--- src/rtl/edge_gen.sv ---
// Edge generator: turns rise/fall request pulses into a level waveform.
// Each level is held a programmable minimum time, and early requests wait in a per-channel counter.
module edge_gen #(
   parameter int   DATA_WIDTH = 1,
   parameter int   CNT_WIDTH  = 8,
   parameter int   MAX_PEND   = 4,
   parameter logic RST_VAL    = 1'b0
) (
   input  logic                  clk_i,
   input  logic                  rst_i,
   input  logic [DATA_WIDTH-1:0] re_i,
   input  logic [DATA_WIDTH-1:0] fe_i,
   input  logic [CNT_WIDTH-1:0]  hold_i,
   output logic [DATA_WIDTH-1:0] dat_o,
   output logic [DATA_WIDTH-1:0] busy_o,
   output logic [DATA_WIDTH-1:0] drop_o,
   output logic [DATA_WIDTH-1:0] ovf_o
);

   // state | meaning
   // IDLE  | no hold in progress, an edge may be emitted immediately
   // HOLD  | level held, cnt counts down the remaining hold cycles
   typedef enum logic {IDLE, HOLD} state_t;

   localparam int PEND_W = $clog2(MAX_PEND + 1);
   localparam int SUM_W  = PEND_W + 2;

   for (genvar i = 0; i < DATA_WIDTH; i++) begin : g_ch
      state_t               state_q, state_d;
      logic                 dat_q, dat_d;
      logic                 busy_q, busy_d;
      logic                 drop_q, drop_d;
      logic                 ovf_q, ovf_d;
      logic [CNT_WIDTH-1:0] cnt_q, cnt_d;
      logic [PEND_W-1:0]    pend_q, pend_d;
      logic                 proj;
      logic                 window;
      logic                 emit;
      logic [1:0]           acc;
      logic [1:0]           kept;
      logic [SUM_W-1:0]     room;
      logic [SUM_W-1:0]     pend_sum;

      always_comb begin
         proj     = dat_q ^ pend_q[0];
         acc      = 2'd0;
         drop_d   = 1'b0;
         if (re_i[i] && fe_i[i]) begin
            acc = 2'd2;
         end else if (re_i[i]) begin
            if (!proj) acc = 2'd1;
            else       drop_d = 1'b1;
         end else if (fe_i[i]) begin
            if (proj)  acc = 2'd1;
            else       drop_d = 1'b1;
         end

         window = (state_q == IDLE) || (cnt_q == '0);
         emit   = window && ((pend_q != '0) || (acc != 2'd0));

         // Queue slots left after this cycle's emit; excess accepted requests are lost.
         room     = SUM_W'(MAX_PEND) - SUM_W'(pend_q) + SUM_W'(emit);
         kept     = (SUM_W'(acc) > room) ? room[1:0] : acc;
         ovf_d    = (kept != acc);
         pend_sum = SUM_W'(pend_q) + SUM_W'(kept) - SUM_W'(emit);
         pend_d   = pend_sum[PEND_W-1:0];

         dat_d    = dat_q;
         cnt_d    = cnt_q;
         state_d  = state_q;
         if (emit) begin
            dat_d   = ~dat_q;
            cnt_d   = (hold_i == '0) ? '0 : hold_i - CNT_WIDTH'(1);
            state_d = HOLD;
         end else if (state_q == HOLD) begin
            if (cnt_q != '0) cnt_d   = cnt_q - CNT_WIDTH'(1);
            else             state_d = IDLE;
         end

         busy_d = (pend_d != '0) || ((state_d == HOLD) && (cnt_d != '0));
      end

      always_ff @(posedge clk_i) begin
         if (rst_i) begin
            state_q <= IDLE;
            dat_q   <= RST_VAL;
            cnt_q   <= '0;
            pend_q  <= '0;
            busy_q  <= 1'b0;
            drop_q  <= 1'b0;
            ovf_q   <= 1'b0;
         end else begin
            state_q <= state_d;
            dat_q   <= dat_d;
            cnt_q   <= cnt_d;
            pend_q  <= pend_d;
            busy_q  <= busy_d;
            drop_q  <= drop_d;
            ovf_q   <= ovf_d;
         end
      end

      assign dat_o[i]  = dat_q;
      assign busy_o[i] = busy_q;
      assign drop_o[i] = drop_q;
      assign ovf_o[i]  = ovf_q;
   end

endmodule
--- config.mk ---
export PLATFORM = sky130hd
export DESIGN_NAME = edge_gen
export DESIGN_NICKNAME = d
export VERILOG_FILES = /design/src/rtl/edge_gen.sv
export SDC_FILE = /design/constraint.sdc
export NUM_CORES = 1
export LEC_CHECK = 0
export BUFFER_PORTS_ARGS = -buffer_cell sky130_fd_sc_hd__buf_2
export CAP_MARGIN = 20
export CORE_UTILIZATION = 57
export DETAILED_ROUTE_END_ITERATION = 8
export MAX_ROUTING_LAYER = met4
export PLACE_DENSITY_LB_ADDON = 0.08
export SLEW_MARGIN = 20
export SYNTH_ARGS = -nofsm -noshare
export SYNTH_HDL_FRONTEND = slang
export SYNTH_SLANG_ARGS = --single-unit
export TNS_END_PERCENT = 5
--- constraint.sdc ---
create_clock -name clk_i -period 6.7 [get_ports clk_i]
set_clock_uncertainty 0.15 [all_clocks]
set_input_delay 0.335 -clock clk_i [delete_from_list [all_inputs] [get_ports clk_i]]
set_output_delay 0.335 -clock clk_i [all_outputs]
set_load 0.02 [all_outputs]
==> results list <==
* Result of the run: finished clean
- The clock drives 16 sinks.
* IO buf count: 15
* Flop2flop setup slack: 1.23 ns
* Worst min-delay path class: input port to flip-flop
* Max-capacitance violation count: 0
- The die covers 2530 sq um.
* Half-perimeter wire length of the detailed placement result: 2250 microns
* Final nets: 206
- Summed over all failing endpoints, the final setup total negative slack is 0 ns.
* Final slew viol count: 0
- CTS Buf Count: 3
* Area of the multi-input gates: 922 sq um
- Signed area change from the synthesized netlist to the final layout: 9.71%
* Initial cell density of the core: 60.0%
- By count the netlist is led by inv_1, nor2_1, a21oi_1, dfxtp_1, nand2_1.
- Slew of the pin with the lowest slew margin: 0.632 ns
- In this run the post-CTS setup repair buffer count came out at 0.
- DRC marker count from the first detailed-route iteration: 19
- The first global-routing pass estimated 4980 microns of wire.
* Antenna violations before repair: 0
* Die width: 50.3 microns
* Yosys cell types: 42
* Detailed-route wire length: 2770 microns
- Post-synthesis sequential element count: 16
- The final hold violation count came to 0.
* Final cell count without fillers: 209
* Area inside the core boundary: 2210 sq um
- Synth area leader: dfxtp_1
- Number of ports placed on the die boundary: 16
- Max-slew headroom: 57.4%
- Along the worst path, the maximum fanout reaches 5.
- GRT Total Usage: 26.5%
* Share of the cycle needed by the critical path after routing: 81.7%
- In this run the vertical extent of the chip is 50.3 microns.
- Clock-pin slew on the worst setup and hold paths: 0.10 ns
- Counting I/O delays and the setup requirement, the final critical path takes 5.47 ns.
* Critical Path Start Type: flip-flop
- Largest net degree at the start of global routing: 17
- The cell area that synthesis handed to floorplanning was 1330 sq um.
* Filler cell count: 207
* Cell row count: 17
* CTS tree: yes
- The via count of the first global-routing pass came to 1124.
- Cts-stage hold buffer count: 0
* Worst voltage drop across the vdd grid: 509 uV
* Worst endpoint data arrival time: 5.49 ns
* Fraction of layout instances using a drive strength above 1: 17.1%
- The critical path is of the flip-flop to flip-flop type.
- For this design the static power due to leakage is 0.631 nW.
- Counting tap cells, the placed design contains a total of 205 instances.
- In the final routed layout, each cell accounts on average for 13.3 microns.
* Highest clock frequency the design can meet: 0.183 GHz
- At the worst endpoint, the required time is 6.72 ns.
- For this run, the detailed router's first-pass iteration total came to 4.
- Routability congestion estimate: 0.843
- Ranked by total cell area, the synthesized netlist is headed by dfxtp_1, ha_1, a21oi_1.
- Summing all flip-flop and latch instances after layout gives 320 sq um.
* DR vias/cell: 5.65
- After global routing the overflow that remains totals 0.
* Total setup violations reported at the end of the flow: 0
- Vias: 1180
- The number of antenna diodes in the final layout is 0.
- After clock tree synthesis, the repair step resized 0 gates.
* RSZ-0062 raised after global routing: no
* Area share of the largest cell type after synthesis: 24.1%
- Category of the worst setup path capture point: flip-flop
* EDFF count, synth: 0
- In this run the remaining antenna-violating nets after routing total 0.
* H-tree levels: 1
- Main synth FF type: dfxtp_1
* Synthesized netlist cell count: 164
- Latest clock arrival within the worst-skew pair: 0.29 ns
* Async SR Flop Fraction: 0%
* Synth warn: 0
- Number of buffers on the longest clock path: 2
- In this run the power density over the cells is 577 nW/um^2.
- Average cell area after synthesis: 8.09 sq um
- The tree is rooted in a clkbuf_4.
- The share of the Yosys chip area taken by registers is 24.1%.
- In the routed design, unresolved DRC markers number 0.
- The number of nets handed over by synthesis was 188.
- Among all cell types in the netlist, the one instantiated most often is inv_1.
==> metrics by stage <==
step	util, %	worst slack (ns)	total power [mW]	hold WS [ns]	area, sq um
global placement	64.2	1.48	0.762	0.450	1420
global route	65.8	0.757	0.941	0.228	1460
detailed placement	64.2	1.33	0.772	0.455	1420
CTS	65.8	1.26	0.842	0.203	1460
finish	65.8	1.23	0.841	0.212	1460
floorplan	-	1.88	0.662	0.257	1330
==> routing by layer <==
| layer | vias to the layer above | GRT usage (%) | share of wire (%) |
|---|---|---|---|
| met1 | 525 | 36.4 | 51 |
| met5 | - | - | 0 |
| met4 | 0 | 8.10 | 1.0 |
| met3 | 6 | 4.55 | 3.1 |
| met2 | 27 | 39.3 | 45 |
| li1 | 622 | - | - |
==> sequential cells by signal, summed over array words and instances (netlist names) <==
| signal | count |
|---|---|
| ovf_o | 1 |
| drop_o | 1 |
| g_ch.state_q | 1 |
| g_ch.cnt_q | 8 |
| dat_o | 1 |
| busy_o | 1 |
| g_ch.pend_q | 3 |
==> cell type report <==
| type | instances | area share [%] |
|---|---|---|
| flip-flops and latches | 16 | 22.0 |
| multi-input cells | 128 | 63.3 |
| clock buffers | 4 | 2.49 |
| repair buffers | 15 | 5.15 |
| well taps | 28 | 2.41 |
| inverters | 18 | 4.64 |
==> cell usage in the layout (no fill, tap or decap), types with 2 or more instances in the layout <==
cell type and count:
and2b_2 2, and2_1 2, buf_2 15, o31ai_1 3, nor2_1 17, or4_1 4, xnor2_1 4, a2111oi_2 2
xor2_1 4, ha_1 11, clkbuf_4 3, nor2b_1 5, nand2_1 12, nand3b_1 2, nor3b_1 2, o21ai_0 7
nor3_1 2, inv_1 18, dfxtp_1 16, or4_4 2, or3_1 3, nor4_1 2, a21oi_1 16, mux2i_1 8
==> critical path, cell delays in order, from the launching register on <==
cell	delay, ns
dfxtp_1	0.47
inv_1	0.08
ha_1	0.20
ha_1	0.18
and2b_2	0.20
mux2i_1	0.35
nand2_1	0.25
inv_1	0.17
ha_1	0.18
ha_1	0.27
inv_1	0.08
ha_1	0.23
nand2_1	0.06
o21ai_0	0.10
a2111oi_2	0.44
mux2i_1	0.15
ha_1	0.30
inv_1	0.04
ha_1	0.18
fa_1	0.37
xnor2_1	0.19
xnor2_1	0.16
a21oi_1	0.12
a2111oi_0	0.32
a21oi_1	0.12
==> where the power goes <==
group	internal [mW]	switching (mW)
registers	0.139	0.0491
logic	0.269	0.320
clock network	0.0331	0.0311
total	0.441	0.400
==> final timing paths <==
kind	start	endpoint	cells past startpoint
max	g_ch[0].pend_q[0]$_SDFF_PP0_	busy_o$_SDFF_PP0_	24
min	hold_i[0]	g_ch[0].cnt_q[0]$_SDFF_PP0_	4
max reg2reg	g_ch[0].pend_q[0]$_SDFF_PP0_	busy_o$_SDFF_PP0_	24
min reg2reg	dat_o$_SDFFE_PP0N_	dat_o$_SDFFE_PP0N_	2
==> logic make-up (layout without fill, tap and decap cells) <==
kind of cell / after synthesis / in the layout / synth area share, %
multiplexers: 9 / 9 / 6.88
AO/OA/AOI/OAI: 38 / 38 / 19.0
adder cells (fa/ha/maj): 12 / 12 / 11.9
flip-flops: 16 / 16 / 24.1
buffers and inverters: 20 / 37 / 6.41
XOR/XNOR: 9 / 9 / 6.50
AND/OR/NAND/NOR: 60 / 60 / 25.2
Note: power is estimated with default switching activity, not from simulation.
